`config.mk`:
```
export PLATFORM = sky130hd
export DESIGN_NAME = ulx3s_input_conditioner
export DESIGN_NICKNAME = d
export VERILOG_FILES = /design/src/rtl/ulx3s_input_conditioner.sv
export SDC_FILE = /design/constraint.sdc
export NUM_CORES = 1
export LEC_CHECK = 0
export CORE_UTILIZATION = 30
export CTS_CLUSTER_DIAMETER = 50
export DETAILED_ROUTE_END_ITERATION = 16
export PLACE_DENSITY_LB_ADDON = 0.08
export REMOVE_ABC_BUFFERS = 1
export SLEW_MARGIN = 0
export SYNTH_ARGS = -nofsm -noshare
export SYNTH_HDL_FRONTEND = slang
export SYNTH_SLANG_ARGS = --single-unit
```
`constraint.sdc`:
```
create_clock -name clk_i -period 2.7 [get_ports clk_i]
set_input_delay 0.81 -clock clk_i [delete_from_list [all_inputs] [get_ports clk_i]]
set_output_delay 0.81 -clock clk_i [all_outputs]
set_load 0.01 [all_outputs]
```
`src/rtl/ulx3s_input_conditioner.sv`:
```
// ulx3s_input_conditioner
//
// N-channel front end for raw board buttons and switches. Each channel is
// processed independently:
//    synchroniser -> debounce filter -> registered rise/fall pulses
//                                    -> toggle latch and saturating press counter
//
// Ports
//    clk_i     system clock; all state changes on its rising edge
//    reset_ni  asynchronous active-low reset
//    btn_i     raw asynchronous inputs, bit n = channel n
//    clear_i   synchronous clear of the toggle latches and press counters
//    level_o   debounced stable level per channel
//    rise_o    one-cycle pulse when level_o first shows a new 1
//    fall_o    one-cycle pulse when level_o first shows a new 0
//    toggle_o  inverts on every rise of its channel
//    count_o   saturating rise count; channel n in [n*CountWidth +: CountWidth]
module ulx3s_input_conditioner #(
    parameter int Channels       = 3,
    parameter int SyncStages     = 2,
    parameter int DebounceCycles = 250000,
    parameter int CountWidth     = 8
) (
    input  logic                           clk_i,
    input  logic                           reset_ni,
    input  logic [Channels-1:0]            btn_i,
    input  logic                           clear_i,
    output logic [Channels-1:0]            level_o,
    output logic [Channels-1:0]            rise_o,
    output logic [Channels-1:0]            fall_o,
    output logic [Channels-1:0]            toggle_o,
    output logic [Channels*CountWidth-1:0] count_o
);

    localparam int              DB_W      = $clog2(DebounceCycles + 1);
    localparam logic [DB_W-1:0] DB_LAST   = DB_W'(DebounceCycles - 1);
    localparam logic [DB_W-1:0] DB_ONE    = DB_W'(1);
    localparam logic [CountWidth-1:0] PRESS_MAX = '1;
    localparam logic [CountWidth-1:0] PRESS_ONE = CountWidth'(1);

    for (genvar ch = 0; ch < Channels; ch++) begin : g_chan
        logic [SyncStages-1:0] sync_q;
        logic                  sync;
        logic [DB_W-1:0]       db_cnt_q;
        logic                  stable_q;
        logic                  rise_q;
        logic                  fall_q;
        logic                  toggle_q;
        logic [CountWidth-1:0] press_q;
        logic                  accept;
        logic                  rise_ev;

        assign sync = sync_q[SyncStages-1];

        // The new value is taken on the edge that would otherwise push the
        // counter to DebounceCycles, so a run of exactly DebounceCycles
        // differing samples is accepted.
        assign accept  = (sync != stable_q) && (db_cnt_q == DB_LAST);
        assign rise_ev = accept && sync;

        always_ff @(posedge clk_i or negedge reset_ni) begin
            if (!reset_ni) begin
                sync_q <= '0;
            end else begin
                sync_q <= {sync_q[SyncStages-2:0], btn_i[ch]};
            end
        end

        always_ff @(posedge clk_i or negedge reset_ni) begin
            if (!reset_ni) begin
                stable_q <= 1'b0;
                db_cnt_q <= '0;
                rise_q   <= 1'b0;
                fall_q   <= 1'b0;
            end else begin
                // Pulses are registered alongside stable_q so they line up
                // with the first cycle level_o shows the new value.
                rise_q <= rise_ev;
                fall_q <= accept && !sync;
                if (sync == stable_q) begin
                    db_cnt_q <= '0;
                end else if (accept) begin
                    stable_q <= sync;
                    db_cnt_q <= '0;
                end else begin
                    db_cnt_q <= db_cnt_q + DB_ONE;
                end
            end
        end

        // clear_i wins over a rise on the same edge; that rise is dropped.
        always_ff @(posedge clk_i or negedge reset_ni) begin
            if (!reset_ni) begin
                toggle_q <= 1'b0;
                press_q  <= '0;
            end else if (clear_i) begin
                toggle_q <= 1'b0;
                press_q  <= '0;
            end else if (rise_ev) begin
                toggle_q <= ~toggle_q;
                if (press_q != PRESS_MAX) begin
                    press_q <= press_q + PRESS_ONE;
                end
            end
        end

        assign level_o[ch]  = stable_q;
        assign rise_o[ch]   = rise_q;
        assign fall_o[ch]   = fall_q;
        assign toggle_o[ch] = toggle_q;
        assign count_o[ch*CountWidth +: CountWidth] = press_q;
    end

endmodule

```
* Yosys cells after proc, flatten, opt, wreduce, memory -nomap -nowiden *
Index checks and enable logic that the tools add are counted.

operators by class
  $add $sub $neg = 6
  equal/unequal tests = 12
  muxes and demuxes = 21
  bitwise operators = 6
  reduce and logical (&&, ||, !) cells = 24

operator list
  operator                                                          count
  18-bit two-way mux                                                6
  8-bit two-way mux                                                 9
  18-bit by 1-bit adder with 18-bit output (second input constant)  3
  18-bit equality test (second input constant)                      3
  8-bit by 1-bit adder with 8-bit output (second input constant)    3
  8-bit inequality test (second input constant)                     3
  2-bit AND reduction                                               6
  2-bit nonzero test                                                6
  1-bit logical AND                                                 9
  1-bit two-way mux                                                 6
  1-bit NOT                                                         6
  1-bit equality test                                               3
  1-bit zero test                                                   3
  1-bit inequality test                                             3

storage, ports and cells
  flip-flop bits (word level) = 96
  input bits = 6
  output and inout port bits = 36

* Logic depth before layout (Yosys ltp) *
  word-level depth = 5
  depth in mapped cells = 7
  gate-level depth less buffers = 6

* Worst setup path before layout *
No wires, ideal clock.

  path type = register to register
  start = register g_chan[2].db_cnt_q[0]
  end = register g_chan[2].press_q[7]
  setup time = 0.078 ns
  data arrival time = 1.835 ns
  required time = 2.622 ns
  setup slack = 0.787 ns
  cell stages (with the launch flop) = 8
  buffers on the path = 1
  cells stage by stage = dfrtp_1 > ha_1 > and3_1 > o2111ai_1 > or2_1 > buf_6 > or4_1 > a21oi_1

on the way
  word-level cells in the longest chain between the ends = 5

ends and longest elaborated chain
  what                                  RTL line  source
  from (decl)                           44        logic [DB_W-1:0] db_cnt_q;
  from (signal assigned)                86        db_cnt_q <= db_cnt_q + DB_ONE;
  18-bit equality test                  58        assign accept = (sync != stable_q) && (db_cnt_q == DB_LAST);
  1-bit logical AND                     58
  1-bit logical AND                     59        assign rise_ev = accept && sync;
  2-bit nonzero test (no source line)   n/a
  2-bit AND reduction (no source line)  n/a
  to (signal assigned)                  102       press_q <= press_q + PRESS_ONE;
  to (decl)                             49        logic [CountWidth-1:0] press_q;

Every way passes these cells.
A chain may end at the register's enable or synchronous reset.

* Worst setup path after layout *
  start = register g_chan[0].press_q[0]
  end = output count_o[0]

RTL lines
  what                    RTL line  source
  from (decl)             49
  from (signal assigned)  102
  to (decl)               32        output logic [Channels*CountWidth-1:0] count_o

No word-level cell between the ends.

==> impl_metrics.ini <==
[floorplanning]
die_area_mm2 = 0.0157
die_h_um = 125
core_mm2 = 0.0147
ioPinCount = 42
die_x_um = 125
initial_core_util = 0.311
fp-row-count = 44

[sta]
hold_viol_final = 0
worstMarginPinSlew_ns = 0.700
rsz0062_at_grt = false
period_share = 0.821
slew_headroom = 0.530
setup_slack_ns = 0.484
fin_crit_ns = 2.22
max_freq_mhz = 451
setup_tns_ns = 0
setup_viol = 0
finalClockSkew_ns = 0.00755
final_max_slew_viol_count = 0

[placed_design]
dp_hpwl_um = 6570
place_area_mm2 = 0.00512
dp.cells = 653
port_buffers = 41
gp_congestion = 0.777
place_ws_ns = 0.576

[global_routing]
grt_use_total = 0.130
grt_antenna_before_repair = 0
grt_max_degree = 40
grt_pass1_vias = 3126
grt_pass1_wl_um = 15900
met1_usage = 0.172
grt_busiest_layer = met2
grt.met3_usage = 0.0496
gr-total-overflow = 0
use_met2 = 0.195

[layout]
finalNetCount = 492
area_growth_pct = 18.1
fin_area_mm2 = 0.00540
n_antenna_cell = 0
layout-drive-gt1-share = 0.0701
postLayoutCoreUtil = 0.367
final_cells = 669
layout_commonest_cell = dfrtp_1
final_cell_mix = dfrtp_1, nor2_1, clkdlybuf4s50_1

[clock_tree]
worst_skew_pair.late_latency_ns = 0.35
clkSinkCount = 96
numCtsBuffers = 9
clockBufferDepth = 2
cts_resized = 0
hold_buffers = 0
cts_tree = built
ctsHtreeMaxLevel = 3
clk_pin_slew_ns = 0.07
root_buffer = clkbuf_16
cts_setup_buffers = 0

[critical_path]
crit_buf_inv = 1
crit_chain = clkdlybuf4s50_1
critPathCaptureType = output port
crit_path_max_fanout = 5
crit_type = reg2out
cp_top_family = buffers and inverters
slowest_stage = clkdlybuf4s50_1
cp.required_ns = 1.89
critPathArrivalTime_ns = 1.41
max_stage_delay_ns = 0.63
start_kind = flop

[power]
peakVddDrop_uv = 296
power_density_mw_per_mm2 = 513
power_leakage_nw = 2.27

[synth]
synth_area_per_cell_um2 = 10.3
synth_seq_cells = 96
ys_seq_area_frac = 0.525
postSynth.asyncResetShare = 1.00
ys_warn_count = 0
synthCells = 443
synth_ff_type = dfrtp_1
synthesis.area_mm2 = 0.00457
synth_edf_count = 0
synth_cell_type_count = 48

[route]
drtAntennaViolNets = 0
remaining_drc_errors = 5
routed_via_density = 4.75
drt_iter0_markers = 105
via_count = 3176
routedWlPerCell_um = 14.1
dr.pass1.iters = 10
wl_um = 9440

[status]
violations = design-rule violations
status = finished with violations

[job]
max_cap_viol_count = 0

[worst_hold_path]
hold_path.class = reg2reg
final timing paths:
check,from,to,slack (ns),cells after the start
hold / removal,g_chan[0].sync_q[0],g_chan[0].sync_q[1],0.35,0
setup reg to reg,g_chan[0].db_cnt_q[0],g_chan[0].press_q[3],0.54,6
max in group asynchronous,reset_ni,g_chan[0].db_cnt_q[4],1.59,2
hold reg to reg,g_chan[0].sync_q[0],g_chan[0].sync_q[1],0.35,0
setup / recovery,g_chan[0].press_q[0],count_o[0],0.48,1
min in group asynchronous,reset_ni,g_chan[2].db_cnt_q[11],0.44,1
report_power, final:
part / internal, mW / switching (mW) / total, mW
Clock: 0.677 / 0.539 / 1.22
Combinational: 0.0255 / 0.0611 / 0.0866
Sequential: 1.45 / 0.0137 / 1.47
Total: 2.16 / 0.614 / 2.77
cells by family (layout without fill, tap and decap cells):
family	after synthesis	in the layout	synth area share
simple gates	218	218	0.254
flops	96	96	0.525
xor+xnor	61	61	0.117
buf+inv	28	70	0.0353
compound gates	27	27	0.0356
mux	7	7	0.0164
fa+ha+maj	6	6	0.0164
state kept, by name, summed over array words and instances (netlist names):
signal           flops
g_chan.db_cnt_q     54
g_chan.press_q      24
g_chan.sync_q        6
g_chan.fall_q        3
g_chan.toggle_q      3
g_chan.rise_q        3
g_chan.stable_q      3
layout make-up:
type                            count  area, µm²
Fill cell                        1445       9300
Sequential cell                    96       2400
Multi-Input combinational cell    319       2010
Timing Repair Buffer               47        453
Clock buffer                       14        264
Tap cell                          184        230
Inverter                            7       26.3
Clock inverter                      2       13.8
metal layers:
metal	vias up	share of wire
li1	1583	-
met1	1537	0.49
met2	47	0.44
met3	9	0.052
met4	0	0.011
met5	-	0
synth_stat cells (2+ instances only):
cell / instances / area share
dfrtp_1: 96 / 0.53
nor2_1: 80 / 0.066
xor2_1: 35 / 0.067
nand3_1: 26 / 0.028
xnor2_1: 26 / 0.050
nand2_1: 24 / 0.020
nand4_1: 19 / 0.026
and3_1: 13 / 0.018
buf_4: 12 / 0.020
a21oi_1: 11 / 0.012
nor3_1: 9 / 0.0098
inv_1: 7 / 0.0057
o21ai_0: 7 / 0.0077
or3_1: 7 / 0.0096
ha_1: 6 / 0.016
nor4_1: 6 / 0.0082
and4_1: 5 / 0.0096
clkbuf_1: 5 / 0.0041
mux2_2: 4 / 0.0098
buf_2: 3 / 0.0033
mux2i_1: 3 / 0.0066
nand2b_1: 3 / 0.0041
nor2b_1: 3 / 0.0041
nor3b_1: 3 / 0.0049
and2_1: 2 / 0.0027
nor4b_1: 2 / 0.0038
nor4b_2: 2 / 0.0066
o211ai_1: 2 / 0.0033
o31ai_1: 2 / 0.0033
or4_1: 2 / 0.0033
per-stage QoR:
step           power [mW]  hold slack (ns)
6_report             2.77            0.348
5_1_grt              2.89            0.364
4_1_cts              2.82            0.350
3_5_place_dp         1.59            0.335
3_3_place_gp         1.59            0.332
2_1_floorplan        1.52            0.331
No activity file was read; power rests on OpenSTA's default activity.
